===== src/rtl/riscv_lsu.sv =====
// riscv_lsu: core data port to byte-enabled word bus, with timeout abort.
// Optional misaligned-access trap: define LSU_MISALIGN_TRAP_EN.
module riscv_lsu #(
  parameter int TIMEOUT = 255
) (
  input  logic        clk_i,
  input  logic        rst_i,
  input  logic        core_req_i,
  input  logic        core_we_i,
  input  logic [2:0]  core_size_i,
  input  logic [31:0] core_addr_i,
  input  logic [31:0] core_wd_i,
  output logic [31:0] core_rd_o,
  output logic        core_stall_o,
  output logic        mem_req_o,
  output logic        mem_we_o,
  output logic [3:0]  mem_be_o,
  output logic [31:0] mem_addr_o,
  output logic [31:0] mem_wd_o,
  input  logic [31:0] mem_rd_i,
  input  logic        mem_ready_i,
  output logic        err_o,
  output logic        misalign_o
);

  localparam int CW = (TIMEOUT < 2) ? 1 : $clog2(TIMEOUT + 1);
  localparam logic [CW-1:0] CNT_MAX = CW'(TIMEOUT - 1);

  typedef enum logic [1:0] {
    IDLE,
    ACCESS,
    DONE
  } state_t;

  state_t state_q, state_d;

  logic        latch;
  logic        cap;
  logic        tmo;
  logic        acc;
  logic        done;

  logic [1:0]  off_in;
  logic [3:0]  be_in;
  logic [31:0] wd_in;
  logic        mis_in;

  logic        we_q;
  logic [2:0]  size_q;
  logic [1:0]  off_q;
  logic [29:0] addr_q;
  logic [3:0]  be_q;
  logic [31:0] wd_q;
  logic [31:0] rd_q;
  logic        err_q;
  logic        mis_q;
  logic [CW-1:0] cnt_q;

  logic [7:0]  sel_b;
  logic [15:0] sel_h;
  logic [31:0] ext;

  assign off_in = core_addr_i[1:0];
  assign acc    = (state_q == ACCESS);
  assign done   = (state_q == DONE);

  // Lane placement of the incoming request
  always_comb begin
    be_in = 4'b1111;
    wd_in = core_wd_i;
    unique case (core_size_i[1:0])
      2'b00: begin
        be_in = 4'b0001 << off_in;
        wd_in = {4{core_wd_i[7:0]}};
      end
      2'b01: begin
        be_in = 4'b0011 << {off_in[1], 1'b0};
        wd_in = {2{core_wd_i[15:0]}};
      end
      default: begin
        be_in = 4'b1111;
        wd_in = core_wd_i;
      end
    endcase
  end

`ifdef LSU_MISALIGN_TRAP_EN
  assign mis_in = ((core_size_i[1:0] == 2'b01) & off_in[0])
                | (core_size_i[1] & (off_in != 2'b00));
  assign misalign_o = done & mis_q;
`else
  assign mis_in = 1'b0;
  assign misalign_o = 1'b0;
`endif

  always_ff @(posedge clk_i or posedge rst_i) begin
    if (rst_i) begin
      state_q <= IDLE;
    end else begin
      state_q <= state_d;
    end
  end

  always_comb begin
    state_d = state_q;
    latch   = 1'b0;
    cap     = 1'b0;
    tmo     = 1'b0;
    unique case (state_q)
      IDLE: begin
        if (core_req_i) begin
          latch   = 1'b1;
          state_d = mis_in ? DONE : ACCESS;
        end
      end
      ACCESS: begin
        // ready on the last allowed cycle still completes cleanly
        if (mem_ready_i) begin
          cap     = 1'b1;
          state_d = DONE;
        end else if (cnt_q == CNT_MAX) begin
          tmo     = 1'b1;
          state_d = DONE;
        end
      end
      DONE: begin
        state_d = IDLE;
      end
      default: begin
        state_d = IDLE;
      end
    endcase
  end

  always_ff @(posedge clk_i or posedge rst_i) begin
    if (rst_i) begin
      we_q   <= 1'b0;
      size_q <= 3'd0;
      off_q  <= 2'd0;
      addr_q <= '0;
      be_q   <= 4'd0;
      wd_q   <= '0;
      rd_q   <= '0;
      err_q  <= 1'b0;
      mis_q  <= 1'b0;
      cnt_q  <= '0;
    end else begin
      if (latch) begin
        we_q   <= core_we_i;
        size_q <= core_size_i;
        off_q  <= off_in;
        addr_q <= core_addr_i[31:2];
        be_q   <= be_in;
        wd_q   <= wd_in;
        err_q  <= 1'b0;
        mis_q  <= mis_in;
        cnt_q  <= '0;
      end else if (acc) begin
        cnt_q  <= cnt_q + CW'(1);
      end
      if (cap) begin
        rd_q <= mem_rd_i;
      end
      if (tmo) begin
        err_q <= 1'b1;
      end
    end
  end

  always_comb begin
    sel_b = rd_q[7:0];
    unique case (off_q)
      2'd0: sel_b = rd_q[7:0];
      2'd1: sel_b = rd_q[15:8];
      2'd2: sel_b = rd_q[23:16];
      2'd3: sel_b = rd_q[31:24];
      default: sel_b = rd_q[7:0];
    endcase
  end

  assign sel_h = off_q[1] ? rd_q[31:16] : rd_q[15:0];

  always_comb begin
    ext = rd_q;
    unique case (size_q)
      3'd0: ext = {{24{sel_b[7]}}, sel_b};
      3'd1: ext = {{16{sel_h[15]}}, sel_h};
      3'd4: ext = {24'd0, sel_b};
      3'd5: ext = {16'd0, sel_h};
      default: ext = rd_q;
    endcase
  end

  assign core_rd_o = (done & ~(err_q | mis_q | we_q)) ? ext : 32'd0;
  assign core_stall_o = core_req_i & ~done;

  assign mem_req_o  = acc;
  assign mem_we_o   = acc & we_q;
  assign mem_be_o   = acc ? be_q : 4'd0;
  assign mem_addr_o = acc ? {addr_q, 2'b00} : 32'd0;
  assign mem_wd_o   = acc ? wd_q : 32'd0;

  assign err_o = done & err_q;

endmodule


===== config.mk =====
export PLATFORM = sky130hd
export DESIGN_NAME = riscv_lsu
export DESIGN_NICKNAME = d
export VERILOG_FILES = /design/src/rtl/riscv_lsu.sv
export SDC_FILE = /design/constraint.sdc
export NUM_CORES = 1
export LEC_CHECK = 0
export ABC_AREA = 0
export ABC_CLOCK_PERIOD_IN_PS = 8200
export BUFFER_PORTS_ARGS = -buffer_cell sky130_fd_sc_hd__buf_4
export CORE_ASPECT_RATIO = 2
export CORE_MARGIN = 2
export CORE_UTILIZATION = 55
export CTS_BUF_LIST = sky130_fd_sc_hd__clkbuf_2 sky130_fd_sc_hd__clkbuf_4 sky130_fd_sc_hd__clkbuf_8
export DETAILED_ROUTE_END_ITERATION = 10
export PLACE_DENSITY_LB_ADDON = 0.25
export SLEW_MARGIN = 10
export SYNTH_ARGS = -nofsm -noshare
export SYNTH_HDL_FRONTEND = slang
export SYNTH_SLANG_ARGS = --single-unit

===== constraint.sdc =====
create_clock -name clk_i -period 8.2 [get_ports clk_i]
set_input_delay 0.82 -clock clk_i [delete_from_list [all_inputs] [get_ports clk_i]]
set_output_delay 0.82 -clock clk_i [all_outputs]
set_load 0.01 [all_outputs]

==> metrics <==
combinational share of power=35.7%; Post-Route Utilization=74.2%; worst-path cell chain=nor2_1, a2111oi_0, buf_4; Worst Hold Launch=addr_q[15]; antenna cell count=0; Worst R2R End=rd_q[16]; Longest Clk Path Bufs=2; syn_area_per_cell=9.45 um2; layout cells sized above 1=35.9%; vias in the first global route=5437; post-layout min period=3.65 ns; Ports=209; H-tree levels=4; R2R Setup Slk=5.77 ns; final setup fails=0; Post-Syn Instances=636; max-slew violation count=0; Die Footprint=11800 um2; EDFF count, synth=0; GRT Util Overall=28.4%; mapped cell area=6010 um2; total number of vias=5253; Post-Synth Adder-Cell Area=0.416%; Hold Vio Cnt, Final=0; CTS tree=built; critical path class=reg -> out; CTS Hold Bufs=0; first-pass GRT wire length=26.4 mm; largest family of logic cells by synthesized area=simple AND/OR/NAND/NOR gates; Setup Skew=0.00722 ns; Unique masters post-synth=46; Critical Path RT=7.38 ns; Initial Utilization=55.6%; CORE AREA=10800 um2; Layout Nets=926; DP HPWL=12.1 mm; clock share of power=23.7%; Max Cap Viol=0; net switching power=903 uW; DRC errors left=0; sequential area share after synthesis=47.9%; post-synthesis mux area share=13.5%; reg-to-reg startpoint=state_q[0]; Final ANT Viol Nets=0; max_slew headroom=23.8%; via/cell ratio=5.41; maximum vdd ir drop=0.189 mV; reg2reg path depth=5; hold path depth=2; Pleak=0.00409 uW; Filler cells=800; Slowest cell on crit path=dfrtp_1; xor-xnor portion of the synthesized cell area=0.291%; status=finished clean; clock latency on the worst-skew pair=0.42 ns; # rows=54; Die Y=152 um; post_cts resized=0; Power Internal=1610 uW; Critical Path End Type=output pin; wire per inst=17.2 um; initial DRC count=222; sw frac=35.9%; Sinks on Clock Net=115; CP max stage delay=1.10 ns; yosys synthesis warning count=0; ys async rst share=100%; startpoint types=flop; Port Buffers=205; Final period util=44.6%; post-CTS repair timing setup buffer count=0; Synth-to-Final Area Change=33.4%; TNS Setup=0 ns; Worst-path clk slew=0.07 ns; initial antenna violation count=0; crit path DAT=2.83 ns; total CTS buffers=17; GR Overflow Total=0; HP Class=reg -> reg; RSZ-0062 raised after global routing=no; main flop type after synthesis=dfrtp_1; routed wire length=16.7 mm; Power Density=314 nW/um2; CTS Root Cell=clkbuf_8; crit-path max FO=39; actual slew at the worst max-slew pin=1.14 ns; Die W=77.9 um; Simple-Gate Fraction of Synth Area=23.6%; compound-gate portion of the synthesized area=9.74%; routability cong.=0.944; Synth Register Bits=115; Max Fclk=0.274 GHz; 1st-pass router iterations=4; Hold EP=addr_q[15]; Sequential Power Share=40.6%; largest net degree at the start of global routing=91
## flip-flops by register name, summed over array words and instances (netlist names)
signal,cells
off_q,2
we_q,1
addr_q,30
be_q,4
cnt_q,8
rd_q,32
err_q,1
wd_q,32
size_q,3
state_q,2
## Yosys cell counts (2+ instances only)
master    count  area (um2)
a221oi_1      7        61.3
o21ai_2      10        87.6
buf_1         2        7.51
xor2_1        2        17.5
nand2_1     165         619
and2_1       68         425
nor2_1        4        15.0
mux2i_1      35         350
nor2b_1      10        62.6
ha_1          2        25.0
inv_1        12        45.0
clkbuf_1     32         120
nand2b_1     12        75.1
a31oi_1       2        12.5
and3_1        2        12.5
o311a_1       8        80.1
a21oi_1       4        20.0
nand3_1      20         100
dfrtp_1     115        2880
buf_4         6        45.0
and4_1        2        17.5
o31ai_1       8        60.1
o21bai_1      2        15.0
buf_6         2        22.5
o21ai_0      40         200
buf_2         4        20.0
mux2_2       41         462
## worst max-delay path, delay by kind of cell (launching register included)
kind            cells  cell delay, ns
compound gates      1            0.70
buf+inv             1            0.23
simple gates        1            0.38
flops               1            1.10
## logic make-up (layout without fill, tap and decap cells)
| group | after synthesis | count (layout) |
|---|---|---|
| flip-flops | 115 | 115 |
| XOR/XNOR | 2 | 2 |
| other | 1 | 3 |
| AND/OR/NAND/NOR | 293 | 293 |
| buffers and inverters | 60 | 253 |
| AO/OA/AOI/OAI | 87 | 87 |
| adder cells (fa/ha/maj) | 2 | 2 |
| multiplexers | 76 | 76 |
## power groups by stage
stage | clock [uW] | combinational [uW] | sequential, uW
global placement | 0 | 870 | 1010
floorplan | 0 | 624 | 914
CTS | 607 | 904 | 1010
finish | 595 | 899 | 1020
global route | 635 | 984 | 1050
detailed placement | 0 | 900 | 1020
## layout make-up
cell class                      instances  area [um2]  share of cell area [%]
Clock buffer                           20         269                    3.36
Clock inverter                         10         181                    2.26
Inverter                               13        51.3                   0.640
Multi-Input combinational cell        463        2890                    36.0
Sequential cell                       115        2880                    35.9
Tap cell                              140         175                    2.19
Timing Repair Buffer                  210        1580                    19.7
## placed cells by master, fill, tap and decap left out, types with 5 or more instances in the layout
cell,n
mux2i_1,35
nor2b_1,10
nand2b_1,12
o21ai_0,40
buf_4,210
a221oi_1,7
and2_1,68
o311a_1,8
dfrtp_1,115
o21ai_2,10
o31ai_1,8
clkbuf_8,19
nand3_1,20
nand2_1,165
mux2_2,41
bufinv_16,5
inv_1,11
## per-layer routing
layer	part of all wire (%)	track usage, %	vias to the layer above
li1	-	-	2484
met2	54	50.5	232
met3	5.6	6.83	48
met5	0	0	-
met4	4.5	15.1	0
met1	36	30.4	2489
## per-stage QoR
stage,setup slack [ns],hold slack [ns],power [uW],std cells,cell area [um2]
finish,4.55,0.468,2520,971,8020
detailed placement,5.14,0.454,1920,941,7570
CTS,4.69,0.471,2520,971,8020
floorplan,4.34,0.437,1540,638,6020
global placement,5.34,0.450,1880,941,7570
global route,4.49,0.493,2660,971,8020
## worst max-delay path by stage
stage / start / end / cells after the start
2_1_floorplan: rst_i / addr_q[0] / 1
3_3_place_gp: size_q[1] / core_rd_o[7] / 3
3_5_place_dp: size_q[1] / core_rd_o[7] / 3
4_1_cts: size_q[1] / core_rd_o[7] / 3
5_1_grt: size_q[1] / core_rd_o[7] / 3
6_report: size_q[1] / core_rd_o[7] / 3
(Power assumes the default switching activity.)
